[config.mk]
export PLATFORM = sky130hd
export DESIGN_NAME = dac_frame_serializer_flat
export DESIGN_NICKNAME = d
export VERILOG_FILES = /design/src/rtl/dac_pkg.sv /design/src/rtl/dac_frame_serializer_if.sv /design/src/rtl/dac_sclk_gen.sv /design/src/rtl/dac_frame_serializer.sv /design/src/flat_wrapper.sv
export SDC_FILE = /design/constraint.sdc
export NUM_CORES = 1
export LEC_CHECK = 0
export BUFFER_PORTS_ARGS = -buffer_cell sky130_fd_sc_hd__buf_2
export CAP_MARGIN = 10
export CORE_MARGIN = 2
export CORE_UTILIZATION = 50
export CTS_CLUSTER_DIAMETER = 60
export CTS_CLUSTER_SIZE = 28
export DETAILED_ROUTE_END_ITERATION = 7
export GPL_TIMING_DRIVEN = 0
export PLACE_DENSITY = 0.68
export SETUP_SLACK_MARGIN = 0.1
export SLEW_MARGIN = 10
export SYNTH_ARGS = -nofsm -noshare
export SYNTH_HDL_FRONTEND = slang
export SYNTH_SLANG_ARGS = --single-unit
export TNS_END_PERCENT = 20
[constraint.sdc]
create_clock -name clk -period 4.8 [get_ports clk]
set_input_delay 1.44 -clock clk [delete_from_list [all_inputs] [get_ports clk]]
set_output_delay 1.44 -clock clk [all_outputs]
set_load 0.03 [all_outputs]
[src/rtl/dac_pkg.sv]
// -----------------------------------------------------------------------------
// dac_pkg
// Shared definitions for the multi-channel DAC frame serializer.
//   DEF_DATA_W    default bits per channel sample
//   DEF_NUM_CH    default channels per frame
//   DEF_SCLK_HALF default system clocks per SCLK half-period
//   sample_t      one signed sample at the default width
//   cnt_width()   width of a counter that must hold 0..n-1 (never less than 1)
// -----------------------------------------------------------------------------
package dac_pkg;

    localparam int DEF_DATA_W    = 16;
    localparam int DEF_NUM_CH    = 2;
    localparam int DEF_SCLK_HALF = 32;

    typedef logic signed [DEF_DATA_W-1:0] sample_t;

    // A count range of a single value still needs a one-bit register.
    function automatic int cnt_width(input int n);
        return (n > 1) ? $clog2(n) : 1;
    endfunction

endpackage

[src/rtl/dac_frame_serializer_if.sv]
// -----------------------------------------------------------------------------
// dac_frame_serializer_if
// Valid/ready frame handshake between the sample source and the serializer.
//   s_valid  source has a frame on s_data
//   s_ready  serializer holding register is empty
//   s_data   NUM_CH samples, channel c at s_data[c*DATA_W +: DATA_W]
// Modports: master (sample source), slave (serializer).
// -----------------------------------------------------------------------------
interface dac_frame_serializer_if
    import dac_pkg::*;
#(
    parameter int DATA_W = DEF_DATA_W,
    parameter int NUM_CH = DEF_NUM_CH
) ();

    logic                     s_valid;
    logic                     s_ready;
    logic [NUM_CH*DATA_W-1:0] s_data;

    modport master (output s_valid, output s_data, input s_ready);
    modport slave  (input s_valid, input s_data, output s_ready);

endinterface

[src/rtl/dac_sclk_gen.sv]
// -----------------------------------------------------------------------------
// dac_sclk_gen
// Divides the system clock down to the DAC serial clock.
//   clk        in   system clock
//   reset_n    in   asynchronous active-low reset
//   sclk_o     out  serial clock, low out of reset
//   rise_tick  out  high in the clk cycle just before sclk_o goes high
//   fall_tick  out  high in the clk cycle just before sclk_o goes low
// SCLK_HALF system clocks make one SCLK half-period.
// -----------------------------------------------------------------------------
module dac_sclk_gen
    import dac_pkg::*;
#(
    parameter int SCLK_HALF = DEF_SCLK_HALF
) (
    input  logic clk,
    input  logic reset_n,
    output logic sclk_o,
    output logic rise_tick,
    output logic fall_tick
);

    localparam int              CNT_W = cnt_width(SCLK_HALF);
    localparam logic [CNT_W-1:0] TC   = CNT_W'(SCLK_HALF - 1);

    logic [CNT_W-1:0] div_cnt;
    logic             terminal;

    assign terminal  = (div_cnt == TC);
    assign rise_tick = terminal && !sclk_o;
    assign fall_tick = terminal && sclk_o;

    // The divider restarts from zero whenever the serial clock toggles, so
    // each SCLK level lasts exactly SCLK_HALF system clocks.
    always_ff @(posedge clk or negedge reset_n) begin
        if (!reset_n) begin
            div_cnt <= '0;
            sclk_o  <= 1'b0;
        end else if (terminal) begin
            div_cnt <= '0;
            sclk_o  <= ~sclk_o;
        end else begin
            div_cnt <= div_cnt + 1'b1;
        end
    end

endmodule

[src/rtl/dac_frame_serializer.sv]
// -----------------------------------------------------------------------------
// dac_frame_serializer
// Accepts frames of NUM_CH signed samples over a valid/ready handshake, holds
// one frame in a holding register and shifts whole frames out MSB-first,
// channel 0 first, with word and frame strobes for the DAC.
//   clk         in   system clock
//   reset_n     in   asynchronous active-low reset
//   s_bus       slave frame handshake (s_valid, s_ready, s_data)
//   sclk_o      out  serial clock
//   sdata_o     out  serial data, updated on SCLK falling edges
//   ws_o        out  high for the SCLK period carrying each word MSB
//   fs_o        out  high for the SCLK period carrying channel 0 MSB
//   underrun_o  out  one-clk pulse when a frame boundary finds no frame held
//   mute_i      in   only with DAC_SERIALIZER_MUTE_EN defined: send zeros at
//                    the next frame boundary and discard any held frame
// -----------------------------------------------------------------------------
module dac_frame_serializer
    import dac_pkg::*;
#(
    parameter int DATA_W    = DEF_DATA_W,
    parameter int NUM_CH    = DEF_NUM_CH,
    parameter int SCLK_HALF = DEF_SCLK_HALF
) (
    input  logic                   clk,
    input  logic                   reset_n,
    dac_frame_serializer_if.slave  s_bus,
    output logic                   sclk_o,
    output logic                   sdata_o,
    output logic                   ws_o,
    output logic                   fs_o,
    output logic                   underrun_o
`ifdef DAC_SERIALIZER_MUTE_EN
    ,
    input  logic                   mute_i
`endif
);

    localparam int               FRAME_W  = NUM_CH * DATA_W;
    localparam int               BIT_W    = cnt_width(DATA_W);
    localparam int               CH_W     = cnt_width(NUM_CH);
    localparam logic [BIT_W-1:0] BIT_LAST = BIT_W'(DATA_W - 1);
    localparam logic [CH_W-1:0]  CH_LAST  = CH_W'(NUM_CH - 1);

    logic               rise_tick;
    logic               fall_tick;
    logic               hold_full;
    logic [FRAME_W-1:0] hold_data;
    logic [FRAME_W-1:0] hold_reordered;
    logic [FRAME_W-1:0] shift_reg;
    logic [FRAME_W-1:0] next_shift;
    logic [BIT_W-1:0]   bit_cnt;
    logic [CH_W-1:0]    ch_cnt;
    logic               accept;
    logic               word_end;
    logic               boundary;
    logic               mute_now;

    dac_sclk_gen #(
        .SCLK_HALF (SCLK_HALF)
    ) u_sclk_gen (
        .clk       (clk),
        .reset_n   (reset_n),
        .sclk_o    (sclk_o),
        .rise_tick (rise_tick),
        .fall_tick (fall_tick)
    );

    // Everything here moves on falling SCLK edges; rise_tick only serves as a
    // sanity check that the two tick strobes never coincide.
    always_comb begin
        assert (!(rise_tick && fall_tick));
    end

`ifdef DAC_SERIALIZER_MUTE_EN
    assign mute_now = mute_i;
`else
    assign mute_now = 1'b0;
`endif

    assign s_bus.s_ready = !hold_full;
    assign accept        = s_bus.s_valid && !hold_full;
    assign word_end      = (bit_cnt == BIT_LAST);
    assign boundary      = fall_tick && word_end && (ch_cnt == CH_LAST);

    // The bus carries channel 0 in the low bits, but the shifter sends its
    // MSB first, so channel 0 must land in the top slice of the shift word.
    always_comb begin
        hold_reordered = '0;
        for (int c = 0; c < NUM_CH; c++) begin
            hold_reordered[(NUM_CH-1-c)*DATA_W +: DATA_W] = hold_data[c*DATA_W +: DATA_W];
        end
    end

    // At a frame boundary the shifter reloads from the holding register, or
    // with silence when nothing is held or the output is muted; otherwise it
    // just advances one bit.
    always_comb begin
        next_shift = '0;
        if (boundary) begin
            if (hold_full && !mute_now) begin
                next_shift = hold_reordered;
            end
        end else begin
            next_shift = shift_reg << 1;
        end
    end

    // Holding register, shifter, counters and all serial outputs. An accept
    // can only happen while the holding register is empty, so it never races
    // a boundary load of the same frame: a frame accepted on a boundary cycle
    // waits for the next boundary and that boundary underruns. sdata_o takes
    // the new MSB directly from next_shift so it changes together with ws_o
    // and fs_o on the falling SCLK edge.
    always_ff @(posedge clk or negedge reset_n) begin
        if (!reset_n) begin
            hold_full  <= 1'b0;
            hold_data  <= '0;
            shift_reg  <= '0;
            bit_cnt    <= BIT_LAST;
            ch_cnt     <= CH_LAST;
            sdata_o    <= 1'b0;
            ws_o       <= 1'b0;
            fs_o       <= 1'b0;
            underrun_o <= 1'b0;
        end else begin
            underrun_o <= 1'b0;

            if (accept) begin
                hold_full <= 1'b1;
                hold_data <= s_bus.s_data;
            end else if (boundary) begin
                hold_full <= 1'b0;
            end

            if (fall_tick) begin
                shift_reg <= next_shift;
                sdata_o   <= next_shift[FRAME_W-1];
                if (boundary) begin
                    bit_cnt    <= '0;
                    ch_cnt     <= '0;
                    ws_o       <= 1'b1;
                    fs_o       <= 1'b1;
                    underrun_o <= !hold_full && !mute_now;
                end else if (word_end) begin
                    bit_cnt <= '0;
                    ch_cnt  <= ch_cnt + 1'b1;
                    ws_o    <= 1'b1;
                    fs_o    <= 1'b0;
                end else begin
                    bit_cnt <= bit_cnt + 1'b1;
                    ws_o    <= 1'b0;
                    fs_o    <= 1'b0;
                end
            end
        end
    end

endmodule

[src/flat_wrapper.sv]
// flat-port wrapper written by rule: the top's interface ports become plain ports
module dac_frame_serializer_flat import dac_pkg::*;
#(
    parameter int DATA_W    = DEF_DATA_W,
    parameter int NUM_CH    = DEF_NUM_CH,
    parameter int SCLK_HALF = DEF_SCLK_HALF
)
  (clk, reset_n, sclk_o, sdata_o, ws_o, fs_o, underrun_o, s_bus_s_valid, s_bus_s_data, s_bus_s_ready);
  dac_frame_serializer_if #(.DATA_W(DATA_W), .NUM_CH(NUM_CH)) s_bus_i ();
  input  logic clk;
  input  logic reset_n;
  output logic sclk_o;
  output logic sdata_o;
  output logic ws_o;
  output logic fs_o;
  output logic underrun_o;
  input wire logic [$bits(s_bus_i.s_valid)-1:0] s_bus_s_valid;
  input wire logic [$bits(s_bus_i.s_data)-1:0] s_bus_s_data;
  output wire logic [$bits(s_bus_i.s_ready)-1:0] s_bus_s_ready;
  assign s_bus_i.s_valid = s_bus_s_valid;
  assign s_bus_i.s_data = s_bus_s_data;
  assign s_bus_s_ready = s_bus_i.s_ready;
  dac_frame_serializer #(.DATA_W(DATA_W), .NUM_CH(NUM_CH), .SCLK_HALF(SCLK_HALF)) u_core (.clk(clk), .reset_n(reset_n), .s_bus(s_bus_i), .sclk_o(sclk_o), .sdata_o(sdata_o), .ws_o(ws_o), .fs_o(fs_o), .underrun_o(underrun_o));
endmodule
==> impl_metrics.tcl <==
set metrics [dict create \
    critical_path_arrival_ns 1.31 \
    cts-resized-gates 0 \
    numCtsBuffers 9 \
    drtPass1Iterations 5 \
    clock_latency_ns 0.34 \
    critPathLaunchType "register" \
    hp-class "reg2reg" \
    dp_hpwl_um 4220 \
    power.total_mw 1.42 \
    die_y_um 85.4 \
    vias 2352 \
    slew_viol_final 0 \
    end_kind "output pin" \
    path_clk_slew_ns 0.07 \
    placed_area_sq_um 3630 \
    async_reset_ff_share_pct 100 \
    synth_top_flop_cell "dfrtp_1" \
    grt_use_total_pct 18.8 \
    final_area_sq_um 3810 \
    status "complete, no violations" \
    path_common_cell "buf_2" \
    die-area_sq_um 7290 \
    drt.antenna.violating_nets 0 \
    period_share_pct 57.4 \
    synth.distinct_cells 26 \
    wire_per_inst_um 14.3 \
    grt_pass1_vias 2234 \
    multi_input_area_sq_um 1190 \
    ys_warn_count 0 \
    clock_path_buffers 2 \
    htreeDepth 3 \
    p_leak_nw 1.71 \
    nets 388 \
    cts_sinks 79 \
    maxCapViolCount 0 \
    path_cells "buf_4 -> buf_2 -> inv_1 -> buf_2" \
    synth_edf_count 0 \
    worst-slew-pin-transition_ns 0.496 \
    regArea_sq_um 1980 \
    syn_to_final_growth_pct 15.1 \
    antenna_found_initial 0 \
    synth_commonest_cells "74 x dfrtp_1, 41 x nand2_1, 36 x nor2_1" \
    ctsHoldBuffers 0 \
    finalCriticalPeriod_ns 2.75 \
    rows 29 \
    setup_viol 0 \
    postSynthAreaPerCell_sq_um 11.1 \
    grt_setup_unrepaired "false" \
    fin_skew_ns 0.00954 \
    die_w_um 85.4 \
    antenna_cells 0 \
    start_util_pct 51.9 \
    routed_wl_um 6180 \
    vdd_drop_max_mv 0.189 \
    core_area_sq_um 6390 \
    maxSlewHeadroom_pct 67.0 \
    io_buffers 40 \
    synth_top_area_share_pct 55.9 \
    worstPathRequired_ns 3.36 \
    overflow 0 \
    critPathMaxStageDelay_ns 0.36 \
    synth_seq_cells 79 \
    worstSetupPathType "reg2out" \
    tritoncts "done" \
    grt_max_degree 43 \
    postCtsSetupRepairBufs 0 \
    fillerInstances 545 \
    hold_viol 0 \
    drive_gt1_share_pct 25.1 \
    initialDrtViolationCount 196 \
    drc 0 \
    hold-worst-slack_ns 0.469 \
    drt-vias-per-instance 5.44 \
    cts_root_buf "clkbuf_8" \
    synth.most_common_cell "dfrtp_1" \
    yosys.area.top_type "dfrtp_1" \
    syn_area_sq_um 3310 \
    setup_tns_ns 0 \
    io_pins 41 \
    gp_congestion 0.745 \
    crit_path_max_fanout 10 \
    syn_nets 336 \
    largest_reg_flops 32 \
    ys_seq_area_share_pct 59.9 \
    pwr_density_cell_nw_per_um2 372 \
    syn_inst 298 \
    fmax_mhz 363 \
    grt_pass1_wl_um 10800 \
    crit_slowest_cell "dfrtp_1" \
    synthTopCellsByArea "dfrtp_1 56%, mux2_1 6.5%, a31oi_1 5.9%, nand3_1 5.1%, nand2_1 4.6%" \
]
where the power goes:
group / total [mW] / internal [mW] / switching (mW) / leakage, nW
combinational: 0.137 / 0.0823 / 0.0552 / 0.623
sequential: 0.830 / 0.771 / 0.0591 / 0.995
clock: 0.452 / 0.231 / 0.222 / 0.0937
total: 1.42 / 1.08 / 0.336 / 1.71
area by class of cell:
type | instances | area share (%)
Multi-Input combinational cell | 196 | 31.1
Tap cell | 77 | 2.53
Sequential cell | 79 | 52.0
Clock buffer | 15 | 4.63
Timing Repair Buffer | 41 | 5.84
Buffer | 22 | 3.67
Inverter | 1 | 0.0984
Clock inverter | 1 | 0.131
placed cells by master (no fill, tap or decap), drive strengths merged, types with 2 or more instances in the layout:
master	synthesis	layout
a31oi	31	31
clkbuf	5	20
a21o	3	3
nand2	41	41
dfstp	5	5
ha	3	3
o21ai	3	3
xnor2	2	2
nand4	2	2
xor2	3	3
mux2	32	32
nand3	34	34
dfrtp	74	74
buf	17	58
nor2	36	36
layer usage:
layer	global-route usage (%)	up-vias	routed length (um)
li1	-	1137	-
met5	0	-	0
met4	8.66	0	76
met1	27.7	1146	2960
met2	27.3	61	2910
met3	3.21	8	234
through the flow:
step                      setup WS (ns)  utilization [%]  cells
after global placement             1.74             56.5    415
after detailed placement           2.28             56.9    416
final                              2.05             59.7    432
after global routing               1.99             59.7    432
after floorplan                    2.49                -    298
after CTS                          2.03             59.7    432
cells by family (layout without fill, tap and decap cells):
logic type	Yosys count	in the layout	share of synthesized area [%]
AO/OA/AOI/OAI	39	39	7.40
XOR/XNOR	5	5	1.32
AND/OR/NAND/NOR	117	117	15.1
multiplexers	32	32	10.9
adder cells (fa/ha/maj)	3	3	1.13
buffers and inverters	23	80	4.34
flip-flops	79	79	59.9
worst paths after layout:
| check | start | to | slack [ns] | cells past startpoint |
|---|---|---|---|---|
| worst max-delay path | u_core.hold_full$_DFFE_PN0P_ | s_bus_s_ready | 2.05 | 4 |
| worst min-delay path | u_core.u_sclk_gen.div_cnt[0]$_DFF_PN0_ | u_core.u_sclk_gen.div_cnt[0]$_DFF_PN0_ | 0.47 | 1 |
| worst max register to register | u_core.u_sclk_gen.div_cnt[0]$_DFF_PN0_ | u_core.shift_reg[7]$_DFFE_PN0P_ | 2.82 | 7 |
| worst min register to register | u_core.u_sclk_gen.div_cnt[0]$_DFF_PN0_ | u_core.u_sclk_gen.div_cnt[0]$_DFF_PN0_ | 0.47 | 1 |
| max in group asynchronous | reset_n | u_core.bit_cnt[1]$_DFFE_PN1P_ | 3.10 | 2 |
| min in group asynchronous | reset_n | u_core.u_sclk_gen.div_cnt[4]$_DFF_PN0_ | 1.06 | 1 |
critical path: cells and delay by family, from the launching register on:
kind / cells / cell delay [ns]
buffers and inverters: 4 / 0.62
DFF: 1 / 0.36
Note: power is estimated with default switching activity, not from simulation.
